[config.mk]
export PLATFORM = sky130hd
export DESIGN_NAME = xalu_ise_issue_flat
export DESIGN_NICKNAME = d
export VERILOG_FILES = /design/src/rtl/xalu_ise_issue_if.sv /design/src/rtl/xalu_ise_issue.sv /design/src/flat_wrapper.sv
export SDC_FILE = /design/constraint.sdc
export NUM_CORES = 1
export LEC_CHECK = 0
export ABC_CLOCK_PERIOD_IN_PS = 2300
export CAP_MARGIN = 20
export CORE_UTILIZATION = 42
export CTS_CLUSTER_SIZE = 24
export DETAILED_ROUTE_END_ITERATION = 7
export HOLD_SLACK_MARGIN = 0.06
export PLACE_DENSITY = 0.81
export SLEW_MARGIN = 10
export SYNTH_ARGS = -nofsm -noshare
export SYNTH_HDL_FRONTEND = slang
export SYNTH_SLANG_ARGS = --single-unit
[constraint.sdc]
create_clock -name ise_clk -period 2.3 [get_ports ise_clk]
set_input_delay 0.46 -clock ise_clk [delete_from_list [all_inputs] [get_ports ise_clk]]
set_output_delay 0.46 -clock ise_clk [all_outputs]
set_load 0.02 [all_outputs]
[src/rtl/xalu_ise_issue_if.sv]
`default_nettype none
// ============================================================================
// Module   : xalu_ise_issue_if
// Brief    : Request, ISE datapath and response signals between the core and
//            the custom-opcode issue block.
// Revision : 1.0 - initial release
// ============================================================================
interface xalu_ise_issue_if;
    // Pipeline control
    logic        flush;

    // Decoded-stage request channel
    logic        req_valid;
    logic        req_ready;
    logic [31:0] req_instr;
    logic [31:0] req_rs1;
    logic [31:0] req_rs2;

    // ISE ALU datapath port
    logic [4:0]  ise_fn;
    logic [6:0]  ise_imm;
    logic [31:0] ise_in1;
    logic [31:0] ise_in2;
    logic        ise_val;
    logic        ise_oval;
    logic [31:0] ise_out;

    // Writeback response channel
    logic        rsp_valid;
    logic        rsp_ready;
    logic [4:0]  rsp_rd;
    logic [31:0] rsp_data;
    logic        rsp_illegal;

    // Issue block side
    modport master (
        input  flush,
        input  req_valid, req_instr, req_rs1, req_rs2,
        output req_ready,
        output ise_fn, ise_imm, ise_in1, ise_in2, ise_val,
        input  ise_oval, ise_out,
        output rsp_valid, rsp_rd, rsp_data, rsp_illegal,
        input  rsp_ready
    );

    // Core / ISE ALU side
    modport slave (
        output flush,
        output req_valid, req_instr, req_rs1, req_rs2,
        input  req_ready,
        input  ise_fn, ise_imm, ise_in1, ise_in2, ise_val,
        output ise_oval, ise_out,
        input  rsp_valid, rsp_rd, rsp_data, rsp_illegal,
        output rsp_ready
    );
endinterface
`default_nettype wire

[src/rtl/xalu_ise_issue.sv]
`default_nettype none
// ============================================================================
// Module   : xalu_ise_issue
// Brief    : Core-side initiator for custom-0..3 ISE ops. Accepts one request,
//            drives the ISE ALU until it claims the op (or a timeout expires)
//            and returns a registered writeback / illegal-instruction flag.
// Revision : 1.0 - initial release
// ============================================================================
module xalu_ise_issue #(
    parameter int TIMEOUT = 4   // ISSUE cycles without ise_oval before illegal (1..255)
) (
    input  logic              ise_clk,
    input  logic              ise_rst,
    xalu_ise_issue_if.master  bus
);

    localparam logic [1:0] c_st_idle  = 2'd0;
    localparam logic [1:0] c_st_issue = 2'd1;
    localparam logic [1:0] c_st_resp  = 2'd2;

    // Counter value of the last ISSUE cycle before the op is declared illegal
    localparam logic [7:0] c_last_cnt = 8'(TIMEOUT - 1);

    logic [1:0]  r_state;
    logic [1:0]  w_next_state;
    logic [7:0]  r_cnt;
    logic [4:0]  r_fn;
    logic [6:0]  r_imm;
    logic [31:0] r_in1;
    logic [31:0] r_in2;
    logic [4:0]  r_rd;
    logic [31:0] r_data;
    logic        r_illegal;

    logic        w_is_custom;
    logic        w_last;
    logic        w_in_issue;
    logic        w_in_resp;
    logic        w_unused;

    // rs1/rs2 register-number fields are not needed; operand values arrive separately
    assign w_unused = ^bus.req_instr[24:15];

    assign w_last = (r_cnt == c_last_cnt);

    // Recognise the four custom major opcodes; the custom index is opcode[6:5]
    always_comb begin
        w_is_custom = 1'b0;
        case (bus.req_instr[6:0])
            7'b0001011, 7'b0101011, 7'b1011011, 7'b1111011: w_is_custom = 1'b1;
            default:                                         w_is_custom = 1'b0;
        endcase
    end

    // State register; reset returns to IDLE
    always_ff @(posedge ise_clk) begin
        if (ise_rst) begin
            r_state <= c_st_idle;
        end else begin
            r_state <= w_next_state;
        end
    end

    // Next-state decode; flush overrides every transition
    always_comb begin
        w_next_state = r_state;
        case (r_state)
            c_st_idle: begin
                if (bus.req_valid) begin
                    w_next_state = w_is_custom ? c_st_issue : c_st_resp;
                end
            end
            c_st_issue: begin
                // oval in the timeout cycle still yields a legal result
                if (bus.ise_oval || w_last) begin
                    w_next_state = c_st_resp;
                end
            end
            c_st_resp: begin
                if (bus.rsp_ready) begin
                    w_next_state = c_st_idle;
                end
            end
            default: w_next_state = c_st_idle;
        endcase
        if (bus.flush) begin
            w_next_state = c_st_idle;
        end
    end

    // Operand latch, timeout counter and response capture
    always_ff @(posedge ise_clk) begin
        if (ise_rst) begin
            r_cnt     <= 8'd0;
            r_fn      <= 5'd0;
            r_imm     <= 7'd0;
            r_in1     <= 32'd0;
            r_in2     <= 32'd0;
            r_rd      <= 5'd0;
            r_data    <= 32'd0;
            r_illegal <= 1'b0;
        end else if (bus.flush) begin
            r_cnt <= 8'd0;
        end else begin
            case (r_state)
                c_st_idle: begin
                    if (bus.req_valid) begin
                        r_fn      <= {bus.req_instr[14:12], bus.req_instr[6:5]};
                        r_imm     <= bus.req_instr[31:25];
                        r_in1     <= bus.req_rs1;
                        r_in2     <= bus.req_rs2;
                        r_rd      <= bus.req_instr[11:7];
                        r_cnt     <= 8'd0;
                        r_data    <= 32'd0;
                        r_illegal <= ~w_is_custom;
                    end
                end
                c_st_issue: begin
                    if (bus.ise_oval) begin
                        r_data    <= (r_rd == 5'd0) ? 32'd0 : bus.ise_out;
                        r_illegal <= 1'b0;
                    end else begin
                        r_cnt <= r_cnt + 8'd1;
                        if (w_last) begin
                            r_data    <= 32'd0;
                            r_illegal <= 1'b1;
                        end
                    end
                end
                default: begin
                end
            endcase
        end
    end

    // Outputs decoded from state; everything reads zero while reset is held
    assign w_in_issue = (r_state == c_st_issue) & ~ise_rst;
    assign w_in_resp  = (r_state == c_st_resp)  & ~ise_rst;

    assign bus.req_ready   = (r_state == c_st_idle) & ~ise_rst & ~bus.flush;

    assign bus.ise_val     = w_in_issue;
    assign bus.ise_fn      = w_in_issue ? r_fn  : 5'd0;
    assign bus.ise_imm     = w_in_issue ? r_imm : 7'd0;
    assign bus.ise_in1     = w_in_issue ? r_in1 : 32'd0;
    assign bus.ise_in2     = w_in_issue ? r_in2 : 32'd0;

    assign bus.rsp_valid   = w_in_resp;
    assign bus.rsp_rd      = w_in_resp ? r_rd   : 5'd0;
    assign bus.rsp_data    = w_in_resp ? r_data : 32'd0;
    assign bus.rsp_illegal = w_in_resp & r_illegal;

endmodule
`default_nettype wire

[src/flat_wrapper.sv]
// flat-port wrapper written by rule: the top's interface ports become plain ports
module xalu_ise_issue_flat 
#(
    parameter int TIMEOUT = 4                                                           
)
  (ise_clk, ise_rst, bus_flush, bus_req_valid, bus_req_instr, bus_req_rs1, bus_req_rs2, bus_req_ready, bus_ise_fn, bus_ise_imm, bus_ise_in1, bus_ise_in2, bus_ise_val, bus_ise_oval, bus_ise_out, bus_rsp_valid, bus_rsp_rd, bus_rsp_data, bus_rsp_illegal, bus_rsp_ready);
  xalu_ise_issue_if bus_i ();
  input  logic ise_clk;
  input  logic ise_rst;
  input wire logic [$bits(bus_i.flush)-1:0] bus_flush;
  input wire logic [$bits(bus_i.req_valid)-1:0] bus_req_valid;
  input wire logic [$bits(bus_i.req_instr)-1:0] bus_req_instr;
  input wire logic [$bits(bus_i.req_rs1)-1:0] bus_req_rs1;
  input wire logic [$bits(bus_i.req_rs2)-1:0] bus_req_rs2;
  output wire logic [$bits(bus_i.req_ready)-1:0] bus_req_ready;
  output wire logic [$bits(bus_i.ise_fn)-1:0] bus_ise_fn;
  output wire logic [$bits(bus_i.ise_imm)-1:0] bus_ise_imm;
  output wire logic [$bits(bus_i.ise_in1)-1:0] bus_ise_in1;
  output wire logic [$bits(bus_i.ise_in2)-1:0] bus_ise_in2;
  output wire logic [$bits(bus_i.ise_val)-1:0] bus_ise_val;
  input wire logic [$bits(bus_i.ise_oval)-1:0] bus_ise_oval;
  input wire logic [$bits(bus_i.ise_out)-1:0] bus_ise_out;
  output wire logic [$bits(bus_i.rsp_valid)-1:0] bus_rsp_valid;
  output wire logic [$bits(bus_i.rsp_rd)-1:0] bus_rsp_rd;
  output wire logic [$bits(bus_i.rsp_data)-1:0] bus_rsp_data;
  output wire logic [$bits(bus_i.rsp_illegal)-1:0] bus_rsp_illegal;
  input wire logic [$bits(bus_i.rsp_ready)-1:0] bus_rsp_ready;
  assign bus_i.flush = bus_flush;
  assign bus_i.req_valid = bus_req_valid;
  assign bus_i.req_instr = bus_req_instr;
  assign bus_i.req_rs1 = bus_req_rs1;
  assign bus_i.req_rs2 = bus_req_rs2;
  assign bus_req_ready = bus_i.req_ready;
  assign bus_ise_fn = bus_i.ise_fn;
  assign bus_ise_imm = bus_i.ise_imm;
  assign bus_ise_in1 = bus_i.ise_in1;
  assign bus_ise_in2 = bus_i.ise_in2;
  assign bus_ise_val = bus_i.ise_val;
  assign bus_i.ise_oval = bus_ise_oval;
  assign bus_i.ise_out = bus_ise_out;
  assign bus_rsp_valid = bus_i.rsp_valid;
  assign bus_rsp_rd = bus_i.rsp_rd;
  assign bus_rsp_data = bus_i.rsp_data;
  assign bus_rsp_illegal = bus_i.rsp_illegal;
  assign bus_i.rsp_ready = bus_rsp_ready;
  xalu_ise_issue #(.TIMEOUT(TIMEOUT)) u_core (.ise_clk(ise_clk), .ise_rst(ise_rst), .bus(bus_i));
endmodule
==> results.yml, run 1 <==
cells_and_area:
  seqCellArea_mm2: 0.00248
  fill_cells: 1163
  final_layout_size_suffix_gt1_share_pct: 14.6
  utilization_pct: 66.4
  final_nets: 1059
  multiInputGateArea_mm2: 0.00283
  area_growth_pct: 52.5
clocking:
  clock_latency_ns: 0.42
  cts-hold-fix-buffers: 0
  cts.htree.levels: 4
  cts.sinks: 124
  clk_path_buf_depth: 2
  cts_tree: "yes"
  cts_buffers: 17
  clk_pin_slew_ns: 0.06
  root_buffer: "clkbuf_16"
placed_design:
  place_ws_ns: -0.0698
  dp_hpwl_um: 11200
  gp_congestion: 0.809
  numPortBuffers: 240
synth:
  synthCells: 693
  ys_ff_latch: 124
  synth_cell_type_count: 35
  synth_top_cell_area_share_pct: 44.8
  avgSynthCellArea_um2: 7.99
  yosysTopAreaCell: "dfxtp_1"
  netlist_area_mm2: 0.00554
  synth_fp_nets: 828
  async_flop_share_pct: 0
  synth_edf_count: 0
  ys_seq_area_share_pct: 44.8
  synth_flop_cell: "dfxtp_1"
  synth_warnings: 0
  synthTopCellsByArea: "dfxtp_1 45%, nand2_1 13%, and2_1 13%, a21oi_1 7.7%, mux2i_1 6.1%"
timing:
  fin_crit_ns: 2.24
  relSlewSlack_pct: 56.4
  fin_skew_ns: 0.00394
  clock.fmax_ghz: 0.447
  worst_pin_slew_ns: 0.654
  postLayoutSetupSlackWorst_ns: 0.0632
  slew_violations: 0
  setup_tns_ns: 0
  finalHoldViolCount: 0
  setup_viol: 0
  finalHoldWorstSlack_ns: 0.447
  min_period_over_period_pct: 97.3
global_route:
  gr-total-overflow: 0
  antenna_found_initial: 1
  grt_use_total_pct: 23.5
  grt_pass1_vias: 5048
  grt_pass1_wl_um: 24300
  grt_start_max_net_pins: 65
floorplanning:
  fp.dieH_um: 117
  fp-row-count: 41
  die_x_um: 117
  dieArea_mm2: 0.0137
  io_pins: 251
  design.core.area_mm2: 0.0127
  start_util_pct: 43.5
critical_path:
  end_kind: "primary output"
  worstSetupPathType: "reg -> out"
  critPathArrivalTime_ns: 1.78
  critPathBufInv: 2
  crit_fanout: 39
  crit_chain: "nor3b_2, buf_12, and2_1, dlygate4sd2_1"
  max_stage_delay_ns: 0.39
  crit_family: "buffers and inverters"
  required_ns: 1.84
  cp-start-kind: "register"
  slowest_stage: "dfxtp_1"
routing:
  dr.first_iter.drc_count: 276
  antenna_left: 0
  drc: 0
  firstDrtPassIters: 5
  route.vias.total: 5397
  routedWlPerCell_um: 14.9
  via_per_inst: 4.86
  drt_wl_total_um: 16600
hold_path:
  hp-class: "reg -> reg"
status:
  status: "finished clean"
pwr:
  power_density_mw_per_mm2: 652
  total_leakage_power_nw: 3.49
  ir_worst_vdd_v: 0.000403
flow_run:
  timing.max_cap.violations: 0
-- registers in the layout (all words and copies together), names as in the netlist --
name / cells
u_core.r_illegal: 1
u_core.r_cnt: 8
u_core.r_in2: 32
u_core.r_data: 32
u_core.r_rd: 5
u_core.r_state: 2
u_core.r_fn: 5
u_core.r_in1: 32
u_core.r_imm: 7
-- final timing paths --
kind                           end  slack, ns  depth (start not counted)               from
setup / recovery  bus_rsp_data[30]       0.06                          4  u_core.r_state[1]
hold / removal    u_core.r_in2[11]       0.45                          2   u_core.r_in2[11]
setup reg to reg  u_core.r_data[9]       0.16                          6    u_core.r_cnt[0]
hold reg to reg   u_core.r_in2[11]       0.45                          2   u_core.r_in2[11]
-- stage by stage --
step	instance area (um2)	total power, mW	std cells
2_1_floorplan	5540	2.50	693
3_3_place_gp	8180	2.78	1076
5_1_grt	8440	5.68	1109
6_report	8450	5.51	1110
4_1_cts	8680	5.54	1108
3_5_place_dp	8180	2.79	1076
-- area by class of cell --
cell class	instances	area share, %
Clock buffer	20	5.53
Inverter	1	0.0444
Multi-Input combinational cell	516	33.5
Tap cell	172	2.55
Timing Repair Buffer	264	27.2
Antenna cell	1	0.0296
Clock inverter	12	1.70
Sequential cell	124	29.4
-- cell usage in the layout (no fill, tap or decap), types with 15 or more instances in the layout --
cell type        Yosys  final
clkbuf_16            0     18
a21oi_1             85     85
nand2b_1            35     35
nand2_1            199    199
mux2i_1             34     34
dlygate4sd2_1        0     37
dfxtp_1            124    123
buf_4                0     15
clkbuf_2             0     71
clkdlybuf4s50_1      0    122
and2_1             115    115
-- worst register-to-register path: stages, from the launching register on --
cell and delay, ns:
dfxtp_1 0.36, ha_1 0.22, or4b_1 0.50, o41ai_4 0.29, o211a_4 0.26, clkbuf_16 0.22, mux2i_1 0.21
-- routing by layer --
| metal | share of wire [%] | GRT usage [%] |
|---|---|---|
| met5 | 0 | 0 |
| met4 | 1.5 | 9.70 |
| met3 | 11 | 11.1 |
| met2 | 49 | 40.5 |
| met1 | 39 | 24.8 |
-- power breakdown --
part	total, mW	switching [mW]	internal, mW
registers	2.25	0.0314	2.22
logic	0.502	0.210	0.292
clock network	2.76	0.978	1.78
-- cells by family after synthesis --
group	synth area share (%)
AO/OA/AOI/OAI	9.76
XOR/XNOR	0.790
adder cells (fa/ha/maj)	0.226
buffers and inverters	4.88
flip-flops	44.8
multiplexers	6.14
AND/OR/NAND/NOR	33.4
-- Yosys cell counts (2+ instances only) --
master,instances
nor2b_1,2
o31ai_1,2
clkbuf_1,36
nor2_1,8
buf_12,3
a211oi_1,4
nor3b_1,3
nor3_1,2
nand4_1,2
or4_1,2
a21oi_1,85
nand3_1,3
buf_2,12
dfxtp_1,124
and2_1,115
nand2b_1,35
mux2i_1,34
o21ai_0,2
xnor2_1,5
nand2_1,199
-- repair_timing --
action | CTS | global route
pin swaps | 0 | 1
cloned | 0 | 1
setup endpoints to repair | 117 | 99
setup buffers | 0 | 0
gates resized for setup | 148 | 126
Power figures use the tool's default switching activity.
==> run 2, diff against run 1 <==
Settings changed: CORE_UTILIZATION 42 to 43, CTS_BUF_LIST from default to sky130_fd_sc_hd__clkbuf_4 sky130_fd_sc_hd__clkbuf_8, PLACE_DENSITY 0.81 to 0.83.
==> results.yml, run 2 (synthesis results as in run 1) <==
pwr:
  power_density_mw_per_mm2: 542
  p_clk_share_pct: 39.6
  p_int_mw: 3.47
  ir_worst_vdd_v: 0.000450
  switching_share_pct: 23.6
  fin_total_pwr_mw: 4.54
  p_sw_mw: 1.07
  seqPwrFrac_pct: 49.5
  total_leakage_power_nw: 3.81
  p_comb_share_pct: 10.9
clocking:
  clk_path_buf_depth: 2
  clk_pin_slew_ns: 0.07
  cts_buffers: 17
  cts.sinks: 124
  cts.htree.levels: 4
  cts-hold-fix-buffers: 0
  clock_latency_ns: 0.45
  cts_tree: "yes"
  root_buffer: "clkbuf_8"
global_route:
  grt_pass1_vias: 4864
  antenna_found_initial: 0
  grt_use_total_pct: 22.8
  gr-total-overflow: 0
  grt_start_max_net_pins: 86
  grt_pass1_wl_um: 23400
timing:
  clock.fmax_ghz: 0.451
  fin_skew_ns: 0.0131
  setup_viol: 0
  grt_setup_unrepaired: "no"
  relSlewSlack_pct: 39.8
  min_period_over_period_pct: 96.3
  worst_pin_slew_ns: 0.903
  slew_violations: 0
  fin_crit_ns: 2.22
  finalHoldWorstSlack_ns: 0.449
  finalHoldViolCount: 0
critical_path:
  crit_chain: "nor3b_4, buf_4, buf_6, buf_6, clkdlybuf4s15_1"
  critPathArrivalTime_ns: 1.76
  max_stage_delay_ns: 0.35
  cp_common_cell: "buf_6"
  cp-start-kind: "register"
  required_ns: 1.84
  worstSetupPathType: "reg -> out"
  slowest_stage: "dfxtp_2"
  crit_fanout: 12
  end_kind: "primary output"
flow_run:
  timing.max_cap.violations: 0
cells_and_area:
  final_cells: 1109
  final_common_cell: "nand2_1"
  final_nets: 1059
  top_regs: "u_core.r_data: 32 flops, u_core.r_in1: 32 flops, u_core.r_in2: 32 flops"
  final_cell_mix: "199 x nand2_1, 122 x clkdlybuf4s50_1, 122 x dfxtp_1, 115 x and2_1, 85 x a21oi_1"
  utilization_pct: 66.6
  final_layout_size_suffix_gt1_share_pct: 13.4
  area_growth_pct: 51.1
  fill_cells: 1092
  diodes: 0
routing:
  via_per_inst: 4.78
  antenna_left: 0
  routedWlPerCell_um: 14.1
  dr.first_iter.drc_count: 317
  route.vias.total: 5298
  drt_wl_total_um: 15700
  drc: 0
  firstDrtPassIters: 4
floorplanning:
  design.core.area_mm2: 0.0126
  fp.dieH_um: 116
  fp-row-count: 41
  start_util_pct: 44.1
  dieArea_mm2: 0.0133
  io_pins: 251
  die_x_um: 116
placed_design:
  numPortBuffers: 240
  gp_congestion: 0.815
  dp.cells: 1073
  dp_hpwl_um: 10700
status:
  status: "finished clean"
hold_path:
  hp-class: "reg -> reg"
==> run 2: cell count changes in the layout (fill, tap and decap cells not counted), sizes merged <==
| cell | change |
|---|---|
| diode | -1 |
| dlygate4sd2 | -10 |
| clkdlybuf4s15 | -1 |
| bufinv | -2 |
| dlymetal6s2s | +25 |
| clkinvlp | -1 |
| clkbuf | -37 |
| clkinv | -1 |
| buf | +27 |
==> run 2: worst max-delay path, delay by kind of cell (launching register included) <==
family	cells	cell delay (ns)
and+or+nand+nor	1	0.23
DFF	1	0.35
buffers and inverters	4	0.74
==> run 2: what timing repair did <==
item                                   CTS  global route
pin swaps                                0             2
setup endpoints to repair              117           116
buffers inserted                         0             2
resized for setup                      166           123
gates cloned                             0             2
endpoints found under the hold margin    0             0
==> run 2: final timing paths <==
check | slack, ns | depth (start not counted) | startpoint | to
max reg2reg | 0.14 | 6 | u_core.r_cnt[0] | u_core.r_data[6]
min reg2reg | 0.45 | 2 | u_core.r_in1[10] | u_core.r_in1[10]
min | 0.45 | 2 | u_core.r_in1[10] | u_core.r_in1[10]
max | 0.08 | 5 | u_core.r_state[0] | bus_ise_val
==> run 2: stage by stage <==
stage / setup TNS [ns] / cell area (um2) / setup slack (ns)
finish: 0 / 8370 / 0.0849
global route: 0 / 8370 / 0.00129
CTS: -6.81 / 8510 / -0.301
detailed placement: -7.25 / 8160 / -0.160
global placement: -5.65 / 8160 / -0.151
floorplan: 0 / 5540 / 0.224
==> run 2: area by class of cell <==
cell class              count  area [um2]  area share [%]
inverters                   1        3.75          0.0448
multi-input cells         516        2820            33.7
well taps                 172         215            2.57
flip-flops and latches    124        2480            29.7
clock buffers              24         299            3.57
clock inverters             8        67.6           0.807
repair buffers            264        2480            29.6
==> run 2: per-layer routing <==
metal  track usage (%)  routed length (um)  vias up
met5                 0                   0        -
met4              8.66                 230        0
met3              10.7                1680       21
met2              39.8                7750      179
met1              23.7                6020     2417
li1                  -                   -     2681
==> run 2: power by group through the flow <==
stage	logic, mW	clock network, mW	registers (mW)
after global routing	0.538	1.93	2.25
final	0.494	1.79	2.25
after CTS	0.497	1.83	2.25
after floorplan	0.219	0	2.28
after global placement	0.489	0	2.29
after detailed placement	0.495	0	2.30
